===== config.mk =====
export PLATFORM = sky130hd
export DESIGN_NAME = bcd_conv_arbiter
export DESIGN_NICKNAME = d
export VERILOG_FILES = /design/src/rtl/bcd_arb_pkg.sv /design/src/rtl/bcd_conv_arbiter_rr_pick.sv /design/src/rtl/bcd_conv_arbiter.sv
export SDC_FILE = /design/constraint.sdc
export NUM_CORES = 1
export LEC_CHECK = 0
export ABC_AREA = 1
export BUFFER_PORTS_ARGS = -buffer_cell sky130_fd_sc_hd__buf_2
export CAP_MARGIN = 40
export CORE_MARGIN = 10
export CORE_UTILIZATION = 50
export CTS_CLUSTER_SIZE = 25
export DETAILED_ROUTE_END_ITERATION = 16
export PLACE_DENSITY_LB_ADDON = 0.1
export SLEW_MARGIN = 20
export SYNTH_ARGS = -nofsm -noshare
export SYNTH_HDL_FRONTEND = slang
export SYNTH_HIERARCHICAL = 1
export SYNTH_SLANG_ARGS = --single-unit

===== constraint.sdc =====
create_clock -name clk -period 3.2 [get_ports clk]
set_input_delay 0.64 -clock clk [delete_from_list [all_inputs] [get_ports clk]]
set_output_delay 0.64 -clock clk [all_outputs]
set_load 0.02 [all_outputs]

===== src/rtl/bcd_arb_pkg.sv =====
// Shared types and constants for the BCD converter arbiter.
package bcd_arb_pkg;

  typedef enum logic [2:0] {
    ST_FLUSH = 3'd0,
    ST_IDLE  = 3'd1,
    ST_ISSUE = 3'd2,
    ST_WAIT  = 3'd3,
    ST_DONE  = 3'd4
  } arb_state_t;

  localparam int DEF_BIN_W = 12;
  localparam int DEF_BCD_W = 16;
  localparam int CONV_LAT  = 26;

endpackage


===== src/rtl/bcd_conv_arbiter_rr_pick.sv =====
// Combinational round-robin picker: first requester above ptr, wrapping.
module rr_pick #(
  parameter int N_REQ = 4,
  parameter int IDX_W = $clog2(N_REQ)
) (
  input  logic [N_REQ-1:0] req,
  input  logic [IDX_W-1:0] ptr,
  output logic [N_REQ-1:0] onehot,
  output logic [IDX_W-1:0] idx,
  output logic             any
);

  logic [IDX_W-1:0] cand;

  always_comb begin
    onehot = '0;
    idx    = '0;
    any    = 1'b0;
    cand   = '0;
    for (int k = 1; k <= N_REQ; k++) begin
      cand = IDX_W'((int'(ptr) + k) % N_REQ);
      if (!any && req[cand]) begin
        any          = 1'b1;
        idx          = cand;
        onehot[cand] = 1'b1;
      end
    end
  end

endmodule


===== src/rtl/bcd_conv_arbiter.sv =====
// Round-robin arbiter sharing one un-resettable iterative binary-to-BCD converter.
//  state    | meaning
//  ST_FLUSH | wait out any conversion left running across reset/timeout
//  ST_IDLE  | arbitrate among pending requests
//  ST_ISSUE | pulse conv_en for the granted operand
//  ST_WAIT  | wait for conv_rdy, abandon after TIMEOUT cycles
//  ST_DONE  | ack pulse, result valid on bcd_out
module bcd_conv_arbiter
  import bcd_arb_pkg::*;
#(
  parameter int N_REQ   = 4,
  parameter int BIN_W   = DEF_BIN_W,
  parameter int BCD_W   = DEF_BCD_W,
  parameter int TIMEOUT = 40,
  parameter int FLUSH   = 32
) (
  input  logic                   clk,
  input  logic                   rst,
  input  logic [N_REQ-1:0]       req,
  input  logic [N_REQ*BIN_W-1:0] bin_in,
  output logic [N_REQ-1:0]       gnt,
  output logic [N_REQ-1:0]       ack,
  output logic [BCD_W-1:0]       bcd_out,
  output logic                   err,
  output logic                   busy,
  output logic                   conv_en,
  output logic [BIN_W-1:0]       conv_bin,
  input  logic [BCD_W-1:0]       conv_bcd,
  input  logic                   conv_rdy
);

  localparam int IDX_W = $clog2(N_REQ);
  localparam int TO_W  = $clog2(TIMEOUT);
  localparam int FL_W  = $clog2(FLUSH);

  arb_state_t       state, state_d;
  logic [FL_W-1:0]  flush_cnt, flush_d;
  logic [TO_W-1:0]  timer, timer_d;
  logic [IDX_W-1:0] idx, idx_d, rr_ptr, ptr_d;
  logic [N_REQ-1:0] gnt_d, ack_d;
  logic [BCD_W-1:0] bcd_d;
  logic [BIN_W-1:0] bin_d;
  logic             err_d, en_d;

  logic [N_REQ-1:0] pick_onehot;
  logic [IDX_W-1:0] pick_idx;
  logic             pick_any;

  rr_pick #(.N_REQ(N_REQ), .IDX_W(IDX_W)) u_pick (
    .req    (req),
    .ptr    (rr_ptr),
    .onehot (pick_onehot),
    .idx    (pick_idx),
    .any    (pick_any)
  );

  assign busy = (state != ST_IDLE);

  always_comb begin
    state_d = state;
    flush_d = flush_cnt;
    timer_d = timer;
    idx_d   = idx;
    ptr_d   = rr_ptr;
    gnt_d   = gnt;
    ack_d   = '0;
    err_d   = 1'b0;
    en_d    = 1'b0;
    bin_d   = conv_bin;
    bcd_d   = bcd_out;
    case (state)
      ST_FLUSH: begin
        gnt_d = '0;
        if (flush_cnt == FL_W'(FLUSH - 1)) begin
          flush_d = '0;
          state_d = ST_IDLE;
        end else begin
          flush_d = flush_cnt + 1'b1;
        end
      end
      ST_IDLE: begin
        if (pick_any) begin
          idx_d   = pick_idx;
          bin_d   = bin_in[pick_idx*BIN_W +: BIN_W];
          gnt_d   = pick_onehot;
          en_d    = 1'b1;
          state_d = ST_ISSUE;
        end
      end
      ST_ISSUE: begin
        timer_d = '0;
        state_d = ST_WAIT;
      end
      ST_WAIT: begin
        if (conv_rdy) begin
          bcd_d      = conv_bcd;
          ack_d[idx] = 1'b1;
          gnt_d      = '0;
          state_d    = ST_DONE;
        end else if (timer == TO_W'(TIMEOUT - 1)) begin
          // converter may still be running; flush before reusing it
          err_d   = 1'b1;
          gnt_d   = '0;
          ptr_d   = idx;
          flush_d = '0;
          state_d = ST_FLUSH;
        end else begin
          timer_d = timer + 1'b1;
        end
      end
      ST_DONE: begin
        ptr_d   = idx;
        state_d = ST_IDLE;
      end
      default: state_d = ST_FLUSH;
    endcase
  end

  always_ff @(posedge clk) begin
    if (rst) begin
      state     <= ST_FLUSH;
      flush_cnt <= '0;
      timer     <= '0;
      idx       <= '0;
      rr_ptr    <= IDX_W'(N_REQ - 1);
      gnt       <= '0;
      ack       <= '0;
      err       <= 1'b0;
      conv_en   <= 1'b0;
      conv_bin  <= '0;
      bcd_out   <= '0;
    end else begin
      state     <= state_d;
      flush_cnt <= flush_d;
      timer     <= timer_d;
      idx       <= idx_d;
      rr_ptr    <= ptr_d;
      gnt       <= gnt_d;
      ack       <= ack_d;
      err       <= err_d;
      conv_en   <= en_d;
      conv_bin  <= bin_d;
      bcd_out   <= bcd_d;
    end
  end

endmodule


After elaboration in Yosys (flattened, before gate mapping)
Cells that the tools add are included.
W data, S select, Z words.
{ "word_totals": {"regBits": 56, "inputBits": 71, "output_inout_bits": 39, "wordCells": 125} }
{ "classes": {"n_addsub": 6, "n_mul": 1, "magnitude_cmp": 10, "n_eq_ne": 13, "shift": 1, "n_mux": 51, "bitwise_logic": 6, "reduce_logical": 26} }
{ "ops": {"columns": ["operator", "n"], "rows": [
  ["$shiftx A48 B7 Y12", 1],
  ["$mux W4", 7],
  ["$lt A2 B3 Y1 const B", 5],
  ["$mux W1", 15],
  ["$mux W5", 3],
  ["$pmux W3 S5", 1],
  ["$reduce_and A3 Y1", 5],
  ["$mux W2", 6],
  ["$mux W3", 4],
  ["$mux W6", 2],
  ["$or A4 B4 Y4", 3],
  ["$pmux W4 S3", 1],
  ["$pmux W6 S2", 1],
  ["$demux W1 S2", 5],
  ["$ge A2 B1 Y1 const B", 5],
  ["$ne A2 B2 Y1 const B", 5],
  ["$pmux W5 S2", 1],
  ["$bmux W1 S2", 4],
  ["$logic_and A1 B1 Y1", 8],
  ["$add A6 B1 Y6 const B", 1],
  ["$eq A3 B2 Y1 const B", 2],
  ["$eq A6 B6 Y1 const B", 1],
  ["$reduce_bool A2 Y1", 3],
  ["$reduce_or A3 Y1", 2],
  ["other kinds (16)", 23]
]} }

Depth between registers and ports, before layout
{ "logic_depth": {"ltp_word": 15, "ltp_mapped": 15, "depth_no_buf": 14} }

Hierarchy
The synthesis kept the hierarchy.
{ "by_module_without_submodules": {"columns": ["mod", "n_inst", "cells_per_inst", "area_per_inst_um2", "seq_area_each_um2"], "rows": [
  ["bcd_conv_arbiter", 1, 382, 2590.0, 1121.1],
  ["rr_pick", 1, 74, 457.9, 0.0]
]} }

Worst setup path before layout
Ideal clock, no wire load.
{ "synth_timing": {"path_kind": "reg2reg", "startpoint": "register rr_ptr[0]", "endpoint": "register conv_bin[0]", "t_arrival_ps": 2236, "slack_ps": 846, "stages_incl_launch_ff": 15, "n_path_buf": 1, "period_less_slack_ps": 2354, "cell_sequence": "dfxtp_1 inv_2 ha_1 inv_1 nand2_2 nand2_2 nor2_2 nor2_1 a21oi_2 inv_1 clkbuf_1 o21ai_0 o22ai_1 nor2_1 nor2_1"} }
{ "synth_between": {"elab_chain_cells": 15, "word_cells_on_any_way": 29, "classes_between": "add/sub: 4; mul: 1; shift: 1; mux: 16; reduce/logical: 7"} }
{ "synth_rtl": {"columns": ["element", "line_no", "source"], "rows": [
  ["from (decl)", "bcd_conv_arbiter.sv:39", "logic [IDX_W-1:0] idx, idx_d, rr_ptr, ptr_d;"],
  ["from (signal assigned)", "bcd_conv_arbiter.sv:125", "rr_ptr <= IDX_W'(N_REQ - 1);"],
  ["from (signal assigned)", "bcd_conv_arbiter.sv:137", "rr_ptr <= ptr_d;"],
  ["$add A2 B1 Y2", "bcd_conv_arbiter_rr_pick.sv:21", "cand = IDX_W'((int'(ptr) + k) % N_REQ);"],
  ["$bmux W1 S2", "bcd_conv_arbiter_rr_pick.sv:22", "if (!any && req[cand]) begin"],
  ["$mux W1 (implied by the code)", "bcd_conv_arbiter_rr_pick.sv:22", null],
  ["$mux W1", "bcd_conv_arbiter_rr_pick.sv:22", null],
  ["$logic_not A1 Y1", "bcd_conv_arbiter_rr_pick.sv:22", null],
  ["$logic_and A1 B1 Y1", "bcd_conv_arbiter_rr_pick.sv:22", null],
  ["$mux W1", "bcd_conv_arbiter_rr_pick.sv:22", null],
  ["$logic_not A1 Y1", "bcd_conv_arbiter_rr_pick.sv:22", null],
  ["$logic_and A1 B1 Y1", "bcd_conv_arbiter_rr_pick.sv:22", null],
  ["$mux W1", "bcd_conv_arbiter_rr_pick.sv:22", null],
  ["$logic_not A1 Y1", "bcd_conv_arbiter_rr_pick.sv:22", null],
  ["$logic_and A1 B1 Y1", "bcd_conv_arbiter_rr_pick.sv:22", null],
  ["$mux W2 *", "bcd_conv_arbiter_rr_pick.sv:22", null],
  ["named net pick_idx[0]", "bcd_conv_arbiter.sv:46", "logic [IDX_W-1:0] pick_idx;"],
  ["$mul A2 B2 Y4 *", "bcd_conv_arbiter.sv:84", "bin_d = bin_in[pick_idx*BIN_W +: BIN_W];"],
  ["$shiftx A48 B7 Y12 *", "bcd_conv_arbiter.sv:84", null],
  ["to (signal assigned)", "bcd_conv_arbiter.sv:142", "conv_bin <= bin_d;"],
  ["to (decl)", "bcd_conv_arbiter.sv:27", "output logic [BIN_W-1:0] conv_bin,"]
]} }
The timed path passes the listed nets; every way through them passes the cells marked *. The select of a mux whose other input is x is not followed.
A chain may end at the register's enable or synchronous reset.

Worst setup path in the final report
{ "layout_timing": {"startpoint": "register rr_ptr[0]", "endpoint": "register conv_bin[3]"} }
Same word-level chain as after synthesis.

==> out/results.ini <==
[cts]
cts.clk_slew.worst_paths_ns=0.11
cts_root_buffer=clkbuf_8
post_cts_resized=0
post_cts_buffers=0
cts-htree-levels=2
clock_latency_ns=0.32
cts_tree=done
cts_buffers=5
hold_buffers=0
cts_sinks=56
clk_path_buf_depth=2

[timing]
hold_violations=0
finalSetupTns_ns=0
rsz0062_at_grt=no
maxSlewViolCount=0
setup_violations=0
max_freq_ghz=0.363
fin_skew_ns=0.0133
worst_pin_slew_ns=0.673
min_period_ns=2.76
whs_ns=0.467
fin_ws_ns=0.444
slew_headroom=0.551
finalCritPeriodShare=0.861

[flow_run]
maxCapViolCount=0

[finish]
fin_nets=639
final_util=0.632
syn_to_final_growth_pct=22.7
postLayoutCellArea_um2=3740
antenna_cells=0
drive_gt1_frac=0.251
instances_no_fill=633

[yosys]
synth_edf_count=0
synth_seq_area_share=0.368
syn_area_um2=3050
synthTopCellsByArea=dfxtp_1 37%, nand2_1 10%, nand3_1 9.0%
yosysTopAreaCell=dfxtp_1
synth_ff_type=dfxtp_1
syn_area_per_cell_um2=6.68
syn-num-nets=538
synth_cell_types=29
ys_async_sr_fraction=0
synth_most_common_cell=nand2_1
yosys_warnings=6
synth-seq-cells=56
synth_top_area_frac=0.368
synth_common_cells=84 x nand2_1, 69 x nor2_1, 56 x dfxtp_1, 55 x nand3_1, 41 x o21ai_0
syn_inst=456

[detailed_routing]
wirelength_um=9100
drc=0
dr.first_iter.drc_count=232
via_per_inst=5.31
wl_per_cell_um=14.4
ant_nets=0
vias=3360
dr.pass1.iters=4

[grt]
antenna_found_initial=0
grt_pass1_vias=3285
grt_usage=0.181
grt_pass1_wl_um=15300
gr-total-overflow=0
grt_max_degree=30

[critical_path]
r2r_slack_ns=0.44
critPathBufInv=4
rr_worst_depth=13
path_cells=inv_2 > ha_1 > inv_1 > nand2_2 > nand2_2 > inv_2 > nand2_1 > nor2_1 > a21oi_2 > inv_1 > o21ai_0 > o22a_1 > a21oi_1
cp.required_ns=3.46
r2r_start=rr_ptr[0]$_SDFFE_PP1P_
worstSetupStartpointType=flip-flop
cpPeakStageDelay_ns=0.55
r2r_end=conv_bin[3]$_SDFFE_PP0P_
path_class=reg -> reg
worstSetupEndpointType=flip-flop
critPathArrivalTime_ns=3.02
critical-path-top-delay-family=buffers and inverters
critPathMaxFanout=25
slowest_stage=dfxtp_1

[placement]
dp_hpwl_um=6870
place.gp.congestion=1.04
placed_cell_area_um2=3640
dp_worst_setup_slack_ns=0.480
placed_cells=625
io_buffers=109

[power]
power.switching_uw=353
p_int_uw=930
pwr-share-clk=0.335
p_leak_nw=1.79
combPwrFrac=0.116
total_power_mw=1.28
switching_share=0.275
seq_power_share=0.549
powerDensity_nw_per_um2=343
max-vdd-ir-drop_v=0.000207

[worst_hold_path]
worst_hold_startpoint=gnt[0]$_SDFFE_PP0P_
holdCritPathClass=reg -> reg
whs_endpoint=gnt[0]$_SDFFE_PP0P_
holdPathStages=2

[floorplanning]
rows=28
start_util=0.515
die_y_um=98.1
fp.dieArea_um2=9620
die_x_um=98.1
core_area_um2=5920
io_pins=110

[status]
outcome=finished clean

## worst register-to-register path, delay by kind of cell, from the launching register on
family                     cells  cell delay [ns]
AOI/OAI and AO/OA              4             0.52
buffers and inverters          4             0.86
and+or+nand+nor                4             0.40
DFF                            1             0.55
adders and majority gates      1             0.38
## layer usage
metal / vias up / global-route usage / wire length [um] / share of wire
met1: 1522 / 0.222 / 3970 / 0.44
met5: - / 0 / 0 / 0
met3: 20 / 0.0592 / 668 / 0.073
li1: 1712 / - / - / -
met2: 106 / 0.292 / 4240 / 0.47
met4: 0 / 0.0582 / 212 / 0.023
## worst max path at each step
stage / start / to / slack [ns] / cells after the start
after floorplan: rr_ptr[0]$_SDFFE_PP1P_ / conv_bin[0]$_SDFFE_PP0P_ / 0.85 / 14
after global placement: rr_ptr[0]$_SDFFE_PP1P_ / conv_bin[3]$_SDFFE_PP0P_ / 0.66 / 13
after detailed placement: rr_ptr[0]$_SDFFE_PP1P_ / conv_bin[3]$_SDFFE_PP0P_ / 0.48 / 13
after CTS: rr_ptr[0]$_SDFFE_PP1P_ / conv_bin[3]$_SDFFE_PP0P_ / 0.47 / 13
after global routing: rr_ptr[0]$_SDFFE_PP1P_ / conv_bin[3]$_SDFFE_PP0P_ / 0.10 / 13
final: rr_ptr[0]$_SDFFE_PP1P_ / conv_bin[3]$_SDFFE_PP0P_ / 0.44 / 13
## state kept, by name, summed over array words and instances (netlist names)
| signal | flops |
|---|---|
| bcd_out | 16 |
| conv_bin | 12 |
| timer | 6 |
| flush_cnt | 5 |
| ack | 4 |
| gnt | 4 |
| state | 3 |
| idx | 2 |
| rr_ptr | 2 |
| conv_en | 1 |
| err | 1 |
## power by group through the flow
stage / clock, mW / combinational [mW] / sequential, mW
after floorplan: 0 / 0.0859 / 0.719
after global placement: 0 / 0.145 / 0.720
after detailed placement: 0 / 0.148 / 0.720
after CTS: 0.436 / 0.148 / 0.704
after global routing: 0.466 / 0.168 / 0.705
final: 0.430 / 0.149 / 0.704
## placed cells by master, fill, tap and decap left out, drive strengths merged
cell,n
inv,40
a31oi,5
ha,11
nand3,56
o21bai,1
o22ai,7
nand4,9
o22a,1
clkbuf,5
dfxtp,56
o21ai,41
a21boi,4
nor3,6
a21oi,37
buf,114
nor2,74
nand2,91
## logic make-up after synthesis
family,share of synthesized area
buf+inv,0.0735
fa+ha+maj,0.0452
compound gates,0.169
simple gates,0.344
flops,0.368
## cell type report
type                    count  area [um^2]
inverters                  37          141
well taps                  75         93.8
fillers                   585         2180
flip-flops and latches     56         1120
clock buffers               5         68.8
clock inverters             3         28.8
multi-input cells         343         1700
repair buffers            114          583
No activity file was read; power rests on OpenSTA's default activity.
